$ cat src/rtl/tick_sched_if.sv
// Bundle of the tick_sched configuration, event handshake and status
// signals. The host side (tick source, configuration writer, event
// consumer) uses the master modport; the scheduler uses the slave modport.
interface tick_sched_if #(
  parameter int NCH = 4,
  parameter int W   = 16
);
  localparam int CW = $clog2(NCH);

  logic           tick;
  logic           cfg_we;
  logic [CW-1:0]  cfg_ch;
  logic           cfg_en;
  logic           cfg_oneshot;
  logic [W-1:0]   cfg_period;
  logic           ev_valid;
  logic [CW-1:0]  ev_ch;
  logic           ev_ready;
  logic [NCH-1:0] busy;
  logic [NCH-1:0] ovr;

  modport master (
    output tick, cfg_we, cfg_ch, cfg_en, cfg_oneshot, cfg_period, ev_ready,
    input  ev_valid, ev_ch, busy, ovr
  );

  modport slave (
    input  tick, cfg_we, cfg_ch, cfg_en, cfg_oneshot, cfg_period, ev_ready,
    output ev_valid, ev_ch, busy, ovr
  );
endinterface

$ cat src/rtl/tick_sched.sv
// Multi-channel tick-driven timer scheduler. Each channel counts base ticks
// down from its period and raises a pending event on expiry; pending events
// are offered one at a time through a round-robin arbiter whose choice is
// locked while the consumer stalls. A repeat expiry on a still-pending,
// unaccepted channel sets that channel's sticky overrun flag.
module tick_sched #(
  parameter int NCH = 4,
  parameter int W   = 16
) (
  input  logic        clk,
  input  logic        rst,
  tick_sched_if.slave bus
);
  localparam int CW = $clog2(NCH);

  logic [W-1:0]   period [NCH];
  logic [W-1:0]   cnt    [NCH];
  logic [NCH-1:0] oneshot;
  logic [NCH-1:0] busy_r;
  logic [NCH-1:0] pend;
  logic [NCH-1:0] ovr_r;
  logic [CW-1:0]  rr;
  logic [CW-1:0]  lock_ch;
  logic           lock_vld;

  logic           any_pend;
  logic           accept;
  logic [CW-1:0]  sel;
  logic           found;
  int             idx;
  logic [CW-1:0]  rr_next;
  logic [NCH-1:0] hit;
  logic [NCH-1:0] fire;
  logic [NCH-1:0] acc;

  // A programmed period of zero behaves as a period of one.
  function automatic logic [W-1:0] clamp_period(input logic [W-1:0] p);
    return (p == '0) ? W'(1) : p;
  endfunction

  assign any_pend     = |pend;
  assign accept       = any_pend && bus.ev_ready;
  assign bus.ev_valid = any_pend;
  assign bus.ev_ch    = lock_vld ? lock_ch : sel;
  assign bus.busy     = busy_r;
  assign bus.ovr      = ovr_r;
  assign rr_next      = (bus.ev_ch == CW'(NCH - 1)) ? '0 : bus.ev_ch + CW'(1);

  // Round-robin search: first pending channel at or after rr, wrapping.
  always_comb begin
    sel   = '0;
    found = 1'b0;
    idx   = 0;
    for (int k = 0; k < NCH; k++) begin
      idx = int'(rr) + k;
      if (idx >= NCH) idx = idx - NCH;
      if (!found && pend[CW'(idx)]) begin
        sel   = CW'(idx);
        found = 1'b1;
      end
    end
  end

  // Per-channel strobes: config hit, expiry (config wins) and acceptance.
  always_comb begin
    hit  = '0;
    fire = '0;
    acc  = '0;
    for (int i = 0; i < NCH; i++) begin
      hit[i]  = bus.cfg_we && (bus.cfg_ch == CW'(i));
      fire[i] = bus.tick && busy_r[i] && !hit[i] && (cnt[i] <= W'(1));
      acc[i]  = accept && (bus.ev_ch == CW'(i));
    end
  end

  // Channel counters, pending/overrun flags and arbiter lock/pointer.
  always_ff @(posedge clk) begin
    if (rst) begin
      for (int i = 0; i < NCH; i++) begin
        cnt[i]    <= '0;
        period[i] <= '0;
      end
      oneshot  <= '0;
      busy_r   <= '0;
      pend     <= '0;
      ovr_r    <= '0;
      rr       <= '0;
      lock_vld <= 1'b0;
      lock_ch  <= '0;
    end else begin
      for (int i = 0; i < NCH; i++) begin
        if (hit[i]) begin
          ovr_r[i] <= 1'b0;
          if (bus.cfg_en) begin
            period[i]  <= clamp_period(bus.cfg_period);
            cnt[i]     <= clamp_period(bus.cfg_period);
            oneshot[i] <= bus.cfg_oneshot;
            busy_r[i]  <= 1'b1;
          end else begin
            busy_r[i] <= 1'b0;
          end
        end else if (fire[i]) begin
          if (pend[i] && !acc[i]) ovr_r[i] <= 1'b1;
          if (oneshot[i]) busy_r[i] <= 1'b0;
          else            cnt[i]    <= period[i];
        end else if (bus.tick && busy_r[i]) begin
          cnt[i] <= cnt[i] - W'(1);
        end
        pend[i] <= fire[i] | (pend[i] & ~acc[i]);
      end
      if (accept) begin
        lock_vld <= 1'b0;
        rr       <= rr_next;
      end else if (any_pend) begin
        lock_vld <= 1'b1;
        lock_ch  <= bus.ev_ch;
      end
    end
  end
endmodule

$ cat src/flat_wrapper.sv
// flat-port wrapper written by rule: the top's interface ports become plain ports
module tick_sched_flat 
#(
  parameter int NCH = 4,
  parameter int W   = 16
)
  (clk, rst, bus_tick, bus_cfg_we, bus_cfg_ch, bus_cfg_en, bus_cfg_oneshot, bus_cfg_period, bus_ev_ready, bus_ev_valid, bus_ev_ch, bus_busy, bus_ovr);
  tick_sched_if #(.NCH(NCH), .W(W)) bus_i ();
  input  logic clk;
  input  logic rst;
  input wire logic [$bits(bus_i.tick)-1:0] bus_tick;
  input wire logic [$bits(bus_i.cfg_we)-1:0] bus_cfg_we;
  input wire logic [$bits(bus_i.cfg_ch)-1:0] bus_cfg_ch;
  input wire logic [$bits(bus_i.cfg_en)-1:0] bus_cfg_en;
  input wire logic [$bits(bus_i.cfg_oneshot)-1:0] bus_cfg_oneshot;
  input wire logic [$bits(bus_i.cfg_period)-1:0] bus_cfg_period;
  input wire logic [$bits(bus_i.ev_ready)-1:0] bus_ev_ready;
  output wire logic [$bits(bus_i.ev_valid)-1:0] bus_ev_valid;
  output wire logic [$bits(bus_i.ev_ch)-1:0] bus_ev_ch;
  output wire logic [$bits(bus_i.busy)-1:0] bus_busy;
  output wire logic [$bits(bus_i.ovr)-1:0] bus_ovr;
  assign bus_i.tick = bus_tick;
  assign bus_i.cfg_we = bus_cfg_we;
  assign bus_i.cfg_ch = bus_cfg_ch;
  assign bus_i.cfg_en = bus_cfg_en;
  assign bus_i.cfg_oneshot = bus_cfg_oneshot;
  assign bus_i.cfg_period = bus_cfg_period;
  assign bus_i.ev_ready = bus_ev_ready;
  assign bus_ev_valid = bus_i.ev_valid;
  assign bus_ev_ch = bus_i.ev_ch;
  assign bus_busy = bus_i.busy;
  assign bus_ovr = bus_i.ovr;
  tick_sched #(.NCH(NCH), .W(W)) u_core (.clk(clk), .rst(rst), .bus(bus_i));
endmodule
$ cat config.mk
export PLATFORM = sky130hd
export DESIGN_NAME = tick_sched_flat
export DESIGN_NICKNAME = d
export VERILOG_FILES = /design/src/rtl/tick_sched_if.sv /design/src/rtl/tick_sched.sv /design/src/flat_wrapper.sv
export SDC_FILE = /design/constraint.sdc
export NUM_CORES = 1
export LEC_CHECK = 0
export ABC_AREA = 1
export CORE_ASPECT_RATIO = 1.25
export CORE_UTILIZATION = 55
export CTS_CLUSTER_SIZE = 10
export DETAILED_ROUTE_END_ITERATION = 7
export PLACE_DENSITY = 0.84
export SLEW_MARGIN = 0
export SYNTH_ARGS = -nofsm -noshare
export SYNTH_HDL_FRONTEND = slang
export SYNTH_SLANG_ARGS = --single-unit
$ cat constraint.sdc
create_clock -name clk -period 3.2 [get_ports clk]
set_clock_uncertainty 0.2 [all_clocks]
set_input_delay 0.32 -clock clk [delete_from_list [all_inputs] [get_ports clk]]
set_output_delay 0.32 -clock clk [all_outputs]
set_load 0.02 [all_outputs]
## After elaboration in Yosys (flattened, before gate mapping)

Memory sizes are Yosys's and may differ from the RTL's.
Cells that the tools add are included.

| storage, ports and cells | value |
|---|---|
| register bits after elaboration | 21 |
| bits in writable memories | 128 |
| bits of input ports | 25 |
| memories kept | 2 |

Memories:

| memory | depth | width | rd ports | clocked after Yosys merged registers in | write ports | RTL line | source |
|---|---|---|---|---|---|---|---|
| u_core.cnt | 4 | 16 | 4 | 0 | 4 | tick_sched.sv:17 | `logic [W-1:0] cnt [NCH];` |
| u_core.period | 4 | 16 | 4 | 0 | 4 | tick_sched.sv:16 | `logic [W-1:0] period [NCH];` |

| cells by class | value |
|---|---|
| add/subtract/negate cells | 12 |
| order comparisons | 12 |
| eq/ne operators | 6 |
| multiplexer cells | 109 |
| bitwise gates (word level) | 29 |
| reduce and logical (&&, ||, !) cells | 69 |

Operators with widths:

| cell | number |
|---|---|
| $mux 16 | 17 |
| $mux 1 | 78 |
| $le 16x1->1 const B | 4 |
| $sub 16x1->16 const B | 4 |
| $logic_and 1x1->1 | 28 |
| $reduce_and 2->1 | 13 |
| $mux 2 | 10 |
| $or 1x1->1 | 20 |
| $logic_not 16->1 | 1 |
| $lt 2x4->1 const B | 4 |
| $reduce_bool 2->1 | 8 |
| $logic_not 1->1 | 11 |
| $reduce_or 2->1 | 5 |
| $ge 3x3->1 const B | 3 |
| $bmux 1 s2 | 4 |
| $eq 2x2->1 const B | 4 |
| $sub 2x1->2 const B | 4 |
| $add 2x2->3 const B | 2 |
| $not 1->1 | 5 |
| $and 1x1->1 | 4 |
| $eq 2x1->1 const B | 2 |
| $logic_not 2->1 | 2 |
| $reduce_or 4->1 | 1 |
| $add 2x1->3 const B | 1 |
| 2 further kinds | 2 |

## Longest topological paths before layout

| logic depth | value |
|---|---|
| word-level depth | 21 |
| mapped depth | 20 |
| mapped depth without buffers | 18 |

## Worst setup path after synthesis

Ideal clock, no wire load.

| timing path | value |
|---|---|
| path kind | flip-flop to flip-flop |
| start point | mem u_core.cnt[2][0] |
| end point | mem u_core.cnt[2][0] (enable) |
| library setup time | 0.372 ns |
| data arrival time | 1.850 ns |
| required time | 2.628 ns |
| path slack | 0.778 ns |
| stages on the path, launching flop included | 12 |
| period minus slack after synthesis | 2.422 ns |
| cell sequence | edfxtp_1 > inv_1 > ha_1 > inv_1 > nor2_2 > nand2_1 > o21ai_2 > nand4_2 > nand2_2 > buf_6 > nor2_2 > nand2_1 |

RTL lines:

| what | RTL line |
|---|---|
| from (decl) | tick_sched.sv:17 |

## Worst setup path after layout

| timing path | value |
|---|---|
| start point | reg u_core.rr[0] |
| end point | out bus_ev_ch[0] |

| on the way | value |
|---|---|
| longest elaborated chain between the ends | 16 |
| elaborated cells on any way between the ends | 41 |
| classes of those cells | 7 x add/sub; 4 x order compare; 24 x mux; 6 x reduce/logical |

Ends and longest elaborated chain:

| what | RTL line | source |
|---|---|---|
| from (decl) | tick_sched.sv:22 | `logic [CW-1:0] rr;` |
| from (signal assigned) | tick_sched.sv:113 | `rr <= rr_next;` |
| branches (longest 14 deep; another with $add 2x1->3) | n/a |  |
| $mux 2 (*) | tick_sched.sv:57 | `if (!found && pend[CW'(idx)]) begin` |
| $mux 2 (*) | tick_sched.sv:44 | `assign bus.ev_ch = lock_vld ? lock_ch : sel;` |
| to (decl) | flat_wrapper.sv:19 | `output wire logic [$bits(bus_i.ev_ch)-1:0] bus_ev_ch;` |

Mark *: on every way between the ends. The select of a mux whose other input is x is not followed.

==> impl_metrics.json <==
{
  "fin_crit_sh": 0.9379,
  "cp_max_fo": 11,
  "antenna_cells": 0,
  "grtUsageTotal": 0.2753,
  "grt-ovfl-total": 0,
  "synthFlopType": "edfxtp_1",
  "arrival_ns": 2.48,
  "p_leak_nw": 4.364,
  "synth_edf_count": 128,
  "dp.cells": 1295,
  "final_nets": 1143,
  "period_needed_ns": 3.001,
  "hold_viol": 0,
  "ir_worst_vdd_mv": 0.3132,
  "hold_path.class": "reg2reg",
  "synth_nets": 1096,
  "cp_slowest_cell": "clkdlybuf4s50_1",
  "maxSlewViolCount": 0,
  "wire_per_inst_um": 15.84,
  "relSlewSlack": 0.5054,
  "ys_ff_latch": 149,
  "ys_types": 48,
  "worstSkewPairLatency_ns": 0.42,
  "ys_seq_area_frac": 0.4965,
  "cts_sinks": 149,
  "drtIter0Drc": 680,
  "fin_cells": 1327,
  "rows": 50,
  "vias": 7403,
  "final.fill_count": 1197,
  "tns_ns": 0,
  "clockRootBuffer": "clkbuf_16",
  "synth_area_per_cell_um2": 8.110,
  "synth_top_area_share": 0.4476,
  "vias_per_cell": 5.579,
  "coreArea_um2": 15140,
  "syn_area_um2": 8588,
  "antenna_found_initial": 0,
  "area_growth_pct": 14.23,
  "startpoint_type": "flop",
  "status": "completed",
  "yosysMostFrequentCell": "nand2_1",
  "placed_area_um2": 9178,
  "async_flop_share": 0,
  "path_delay_family": "buffers and inverters",
  "drt-total-wl_um": 21020,
  "endpoint_kind": "output pin",
  "postRouteAntennaNets": 0,
  "dieArea_um2": 16120,
  "grt_pass1_vias": 6951,
  "path_buf_inv": 3,
  "final_core_util": 0.6480,
  "die_y_um": 141.7,
  "yosysTopAreaCell": "edfxtp_1",
  "cts_buffers": 17,
  "first_pass_iters": 6,
  "synth_common_cells": "nand2_1 (291), nor2_1 (156), edfxtp_1 (128)",
  "grt_pass1_wl_um": 34040,
  "rsz0062_at_grt": "no",
  "yosys_warnings": 0,
  "path_class": "reg2out",
  "worst_path_largest_cell_delay_ns": 0.62,
  "crit_path_cell_trace": "inv_2 > nand2_1 > nand2_1 > nand2_1 > nand2_1 > nor2_2 > nand4_1 > nand3_2 > nand2_2 > inv_1 > clkdlybuf4s50_1",
  "grt_max_degree": 34,
  "drive_gt1_frac": 0.1090,
  "cts_tree": "done",
  "fin_area_um2": 9811,
  "worst_pin_slew_ns": 0.7370,
  "htree_levels": 4,
  "setup_viol_count_final": 0,
  "drc": 0,
  "place_congestion": 0.8408,
  "wl_met3_um": 1879,
  "clkTransAtPathRegs_ns": 0.06,
  "synthCells": 1059,
  "cts_buffer_depth": 2,
  "initial_core_util": 0.5673,
  "io_buffers": 35,
  "timing.hold.ws_ns": 0.2988,
  "place_hpwl_um": 14710,
  "max-cap-violations": 0,
  "met2_length_um": 9963,
  "top_layer_used": "met4",
  "die_w_um": 113.8,
  "fmax_mhz": 333.2,
  "cp_data_required_time_ns": 2.68,
  "cts_setup_buffers": 0,
  "io_pins": 36,
  "drt-met1-wl_um": 8221,
  "cpMostUsedCell": "nand2_1",
  "yosys-top-cells-area": "edfxtp_1 (45%), nand2_1 (13%), nor2_1 (6.8%)",
  "p_per_area_nw_per_um2": 481.0
}
## kinds of logic after synthesis
| logic type | Yosys count | synth area share |
|---|---|---|
| DFF | 149 | 0.4965 |
| xor gates and xnor gates | 27 | 0.02754 |
| AOI/OAI and AO/OA | 151 | 0.09630 |
| and+or+nand+nor | 562 | 0.2826 |
| adders and majority gates | 12 | 0.01748 |
| buffers and inverters | 158 | 0.07954 |
## tightest hold or removal path: cells and delay by family, from the launching register on
family,cells,cell delay (ns)
flops,1,0.31
compound gates,1,0.08
buf+inv,1,0.06
## path summary, 6_finish.rpt
| kind | startpoint | end | slack, ns | cells past startpoint |
|---|---|---|---|---|
| worst max-delay path | u_core.rr[0] | bus_ev_ch[0] | 0.20 | 11 |
| worst min-delay path | u_core.oneshot[3] | u_core.oneshot[3] | 0.30 | 2 |
| worst max register to register | u_core.cnt[2][0] | u_core.cnt[2][15] | 0.48 | 11 |
| worst min register to register | u_core.oneshot[3] | u_core.oneshot[3] | 0.30 | 2 |
## layout by cell type, fill, tap and decap left out, types with 2 or more instances in the layout
| master | n |
|---|---|
| a21oi_1 | 22 |
| a21oi_2 | 2 |
| buf_4 | 21 |
| clkbuf_1 | 3 |
| clkbuf_16 | 21 |
| clkbuf_8 | 3 |
| clkdlybuf4s50_1 | 34 |
| clkinv_1 | 2 |
| clkinv_2 | 3 |
| dfxtp_1 | 20 |
| edfxtp_1 | 128 |
| ha_1 | 12 |
| inv_1 | 112 |
| inv_2 | 15 |
| nand2_1 | 291 |
| nand2_2 | 9 |
| nand3_1 | 47 |
| nand3_2 | 6 |
| nand4_1 | 9 |
| nor2_1 | 156 |
| nor2_2 | 13 |
| nor2_4 | 4 |
| nor3_1 | 9 |
| nor3_2 | 3 |
| nor4_1 | 3 |
| o21ai_0 | 90 |
| o21ai_1 | 14 |
| o21ai_2 | 9 |
| o22ai_1 | 6 |
| o31ai_1 | 2 |
| or2_2 | 5 |
| xnor2_1 | 7 |
| xor2_1 | 20 |
## power by group
part | switching (W) | internal [W] | leakage (nW) | total, W
clock | 0.000759 | 0.00132 | 0.314 | 0.00208
sequential | 0.0000518 | 0.00221 | 1.45 | 0.00226
combinational | 0.000254 | 0.000126 | 2.60 | 0.000380
## metal layers
metal,GRT usage,vias up
met5,0,-
met4,0.1572,0
met3,0.04015,72
met2,0.4442,403
met1,0.3543,3375
li1,-,3553
## flip-flops by register name, indices dropped and copies added (netlist names)
register / flops
u_core.bus.ovr: 4
u_core.cnt: 64
u_core.oneshot: 4
u_core.bus.busy: 4
u_core.period: 64
u_core.lock_ch: 2
u_core.lock_vld: 1
u_core.pend: 4
u_core.rr: 2
## layout make-up
type | count | area [um^2] | share of cell area
Clock buffer | 27 | 578.1 | 0.05892
Clock inverter | 5 | 51.30 | 0.005229
Inverter | 129 | 484.2 | 0.04936
Multi-Input combinational cell | 752 | 3641 | 0.3711
Sequential cell | 149 | 4265 | 0.4348
Tap cell | 208 | 260.3 | 0.02653
Timing Repair Buffer | 57 | 530.5 | 0.05407
## through the flow
stage                     power (W)  setup slack (ns)
after floorplan            0.002518            0.7781
after global placement     0.002658            0.3772
after detailed placement   0.002670            0.2924
after CTS                  0.004707           0.05809
after global routing       0.004842           0.02852
final                      0.004719            0.1988
## timing repair
| action | CTS | global route |
|---|---|---|
| endpoints found under the setup margin | 0 | 2 |
| gates resized for setup | 0 | 2 |
| hold buffers | 0 | 0 |
(Power assumes the default switching activity.)
==> patch 1: new RTL, same flow settings <==
`W` is set to 16 in 3 places; all go to 32.
--- a/src/rtl/tick_sched_if.sv
+++ b/src/rtl/tick_sched_if.sv
@@ -3,7 +3,7 @@
 // consumer) uses the master modport; the scheduler uses the slave modport.
 interface tick_sched_if #(
   parameter int NCH = 4,
-  parameter int W   = 16
+  parameter int W   = 32
 );
   localparam int CW = $clog2(NCH);
 
--- a/src/rtl/tick_sched.sv
+++ b/src/rtl/tick_sched.sv
@@ -5,7 +5,7 @@
 // unaccepted channel sets that channel's sticky overrun flag.
 module tick_sched #(
   parameter int NCH = 4,
-  parameter int W   = 16
+  parameter int W   = 32
 ) (
   input  logic        clk,
   input  logic        rst,
--- a/src/flat_wrapper.sv
+++ b/src/flat_wrapper.sv
@@ -2,7 +2,7 @@
 module tick_sched_flat 
 #(
   parameter int NCH = 4,
-  parameter int W   = 16
+  parameter int W   = 32
 )
   (clk, rst, bus_tick, bus_cfg_we, bus_cfg_ch, bus_cfg_en, bus_cfg_oneshot, bus_cfg_period, bus_ev_ready, bus_ev_valid, bus_ev_ch, bus_busy, bus_ovr);
   tick_sched_if #(.NCH(NCH), .W(W)) bus_i ();
Ports: changed (resized bus_cfg_period); port bits go from 36 to 52. No check against the original RTL was run, so the function may have changed too.
==> patch 1 against the unedited design <==
- routed wire length is 120% higher
- area after synthesis increased by 92%
- via count rose by 99%
- core utilization down 1.5 points
- setup slack gained 0.10 ns
- hold slack worse by 0.027 ns
- clock power grew 57%
- cell area rose by 90%
- sequential cell count is 128 higher
- power is 77% higher
- highest routed layer unchanged
- critical path depth rose by 1
==> patch 1: results (changes against the unedited design) <==
drt-initial-drc-count: 1450  # +110%
worst_skew_pair.late_latency_ns: 0.58  # +0.16 ns
synth_area_per_cell_um2: 7.90  # -2.6%
wl_per_cell_um: 18.0  # +14%
synth-compound-area-share: 0.0533  # -0.0430
fill_cells: 2403  # +100%
via_count: 14751  # +99%
synthAdderAreaFrac: 0.00909  # -0.00839
rr_worst_depth: 10  # -1
drtPass1Iterations: 7  # +1
non_clock_buffer_area_share: 0.0586  # +0.00457
path_delay_family: "simple AND/OR/NAND/NOR gates"
met3_usage: 0.0486  # +0.00844
gr-usage-met1: 0.377  # +0.0227
leakage_nw: 7.93  # +82%
grt_max_degree: 37  # +8.8%
multi_input_gates: 1502  # +100%
crit_fanout: 10  # -1
hpwl_um: 33300  # +130%
grt_usage: 0.311  # +0.0355
final-clk-cell-share: 0.0479  # -0.0163
reg_top3: "u_core.cnt (128), u_core.period (128)"
outcome: "finished, final reports clean"
switching_share: 0.252  # +0.0267
clockBufferCount: 57  # +110%
synth_nets: 2144  # +96%
clock_sinks: 277  # +86%
rrSetupSlack_ns: 0.36  # -0.12 ns
cpPeakStageDelay_ns: 0.42  # -0.20 ns
antenna_found_initial: 1  # +1
regArea_um2: 8110  # +90%
synth_cell_type_count: 47  # -2.1%
synth_xor_area_frac: 0.0408  # +0.0133
grt_pass1_wl_um: 73400  # +120%
synth_edf_count: 256  # +100%
vias_per_cell: 5.68  # +1.9%
numCtsBuffers: 31  # +14
portBuffers: 51  # +46%
whs_endpoint: "u_core.bus.ovr[2]$_SDFFE_PP0P_"
synth_common_cells: "518 x nand2_1, 398 x nor2_1, 256 x edfxtp_1"
hold_start: "u_core.bus.ovr[2]$_SDFFE_PP0P_"
inv_count: 241  # +87%
htree_levels: 1  # -3
hold_ws_ns: 0.272  # -0.0265 ns
-- patch 1: cell types whose count changed after synthesis, sizes merged, moves of 18 or more --
| cell | change |
|---|---|
| xnor2 | +37 |
| nor2 | +250 |
| nand4 | +59 |
| nand2 | +226 |
| edfxtp | +128 |
| clkbuf | +18 |
| buf | +24 |
| a21oi | +51 |
| inv | +111 |
| o21ai | -32 |
| nand3 | +129 |
-- patch 1: metal layers --
metal	wire length, um	vias to the layer above
li1	-	7003
met1	17000	6753
met2	21600	813
met3	4340	182
met4	3790	0
met5	0	-
-- patch 1: per-stage QoR --
step                cell area, um^2  utilization  total power [mW]  setup slack, ns
floorplan                     16500            -              4.80            0.232
detailed placement            17700        0.603              5.14            0.244
CTS                           18600        0.633              8.36            0.177
finish                        18600        0.633              8.37            0.302
global route                  18600        0.633              8.58           0.0534
global placement              17700        0.603              5.12            0.306
==> patch 2: new RTL, same settings <==
Made on the original files. Make the reset (`rst`) asynchronous in one clocked block.
--- a/src/rtl/tick_sched.sv
+++ b/src/rtl/tick_sched.sv
@@ -74,7 +74,7 @@
   end
 
   // Channel counters, pending/overrun flags and arbiter lock/pointer.
-  always_ff @(posedge clk) begin
+  always_ff @(posedge clk or posedge rst) begin
     if (rst) begin
       for (int i = 0; i < NCH; i++) begin
         cnt[i]    <= '0;
Formal check against the unedited RTL: differs if rst is asserted again (counterexample within 4 cycles, from zero or initial values and one cycle with rst high); with rst held inactive, the same outputs for 4 cycles.
==> patch 2 against the unedited design <==
- cell area increased by 5.1%
- first-iteration DRC count increased by 13%
- area after synthesis increased by 6.4%
- routed wire length increased by 16%
- register-to-register slack improved by 0.20 ns
- global-route usage increased by 3.0 points
- sequential cell count unchanged
- hold slack got worse by 0.28 ns
- sequential share of layout area decreased by 7.3 points
- setup slack improved by 0.26 ns
- via count increased by 18%
- count of clock-buffer cells in the layout decreased by 5
- largest cell class is now multi-input combinational cells
Power is not compared: it rests on default switching activity, and its combinational part moved more than twofold at a synthesized area within 25%.
==> patch 2: results (changes against the unedited design) <==
outcome: "finished, final reports clean"
slowest_stage: "dfrtp_2"
final_nets: 1388  # +21%
synth_common_cells: "444 x nand2_1, 163 x nor2_1, 149 x dfrtp_1"
fill_cells: 1401  # +17%
drtPass1Iterations: 5  # -1
synth_top_area_frac: 0.408  # -0.0396
grt_max_degree: 72  # +110%
gp_congestion: 0.959  # +14%
crit_arrival_ns: 2.22  # -0.26 ns
ys.flop_type: "dfrtp_1"
synth_warnings: 0  # unchanged
synth-seq-area-share: 0.408  # -0.0885
hpwl_um: 17000  # +16%
synthAdderAreaFrac: 0.0164  # -0.00105
worstMarginPinSlew_ns: 0.714  # -0.0230 ns
synth_cell_type_count: 42  # -13%
async_flop_share: 1.00  # +1.00
synth_area_leaders: "dfrtp_1 41%, nand2_1 18%, nor2_1 6.7%, nand3_1 5.6%, o21ai_0 5.3%"
cpPeakStageDelay_ns: 0.49  # -0.13 ns
path_delay_family: "simple AND/OR/NAND/NOR gates"
worst_skew_pair.late_latency_ns: 0.44  # +0.02 ns
clockBufferDepth: 2  # unchanged
synth.mux.area_fraction: 0.00123  # +0.00123
wirelength_um: 24500  # +16%
synth-compound-area-share: 0.117  # +0.0205
drive_above_1_share: 0.0843  # -0.0247
synth_xor_area_frac: 0.0220  # -0.00549
grt_pass1_wl_um: 40000  # +18%
drt-initial-drc-count: 771  # +13%
## patch 2: cell families after synthesis
group,Yosys count
multiplexers,1
adder cells (fa/ha/maj),12
AND/OR/NAND/NOR,770
XOR/XNOR,23
AO/OA/AOI/OAI,196
flip-flops,149
buffers and inverters,164
## patch 2: worst paths after layout
kind / startpoint / endpoint / slack [ns] / cells past startpoint
setup / recovery: u_core.rr[0]$_DFFE_PP0P_ / bus_ev_ch[0] / 0.46 / 10
hold / removal: rst / u_core.cnt[10]$_DFFE_PP0P_ / 0.02 / 2
setup reg to reg: u_core.cnt[0]$_DFFE_PP0P_ / u_core.cnt[3]$_DFFE_PP0P_ / 0.68 / 10
hold reg to reg: u_core.period[37]$_DFFE_PP0P_ / u_core.period[37]$_DFFE_PP0P_ / 0.28 / 2
max in group asynchronous: rst / u_core.cnt[51]$_DFFE_PP0P_ / 2.10 / 3
min in group clk: u_core.period[37]$_DFFE_PP0P_ / u_core.period[37]$_DFFE_PP0P_ / 0.28 / 2
## patch 2: repair_timing
item / in CTS / in global routing
endpoints found under the setup margin: 2 / 2
resized for setup: 1 / 3
cloned: 0 / 0
## patch 2: final cells by class
cell class	count	area, um^2	area share
multi-input cells	1002	4710	0.456
flip-flops and latches	149	3730	0.362
repair buffers	56	538	0.0522
clock buffers	22	474	0.0460
inverters	125	474	0.0460
well taps	216	270	0.0262
clock inverters	10	120	0.0116
## patch 2: per-stage QoR
step,cells,area (um^2),setup WS [ns]
after global placement,1548,9710,0.420
after floorplan,1315,9140,0.805
final,1580,10300,0.460
after CTS,1580,10300,0.0358
after detailed placement,1548,9710,0.388
after global routing,1580,10300,0.234
## patch 2: layer usage
| metal | GRT usage | wire, um | vias up |
|---|---|---|---|
| li1 | - | - | 4279 |
| met1 | 0.393 | 9930 | 4022 |
| met2 | 0.483 | 11700 | 351 |
| met3 | 0.0598 | 1690 | 76 |
| met4 | 0.158 | 1130 | 0 |
| met5 | 0 | 0 | - |
## patch 2: report_power, final
group | leakage [nW] | total [mW] | switching (mW) | internal (mW)
Combinational | 3.18 | 3.10 | 1.93 | 1.16
Clock | 0.287 | 2.04 | 0.821 | 1.21
Sequential | 1.83 | 3.05 | 0.591 | 2.46
Total | 5.30 | 8.18 | 3.34 | 4.84
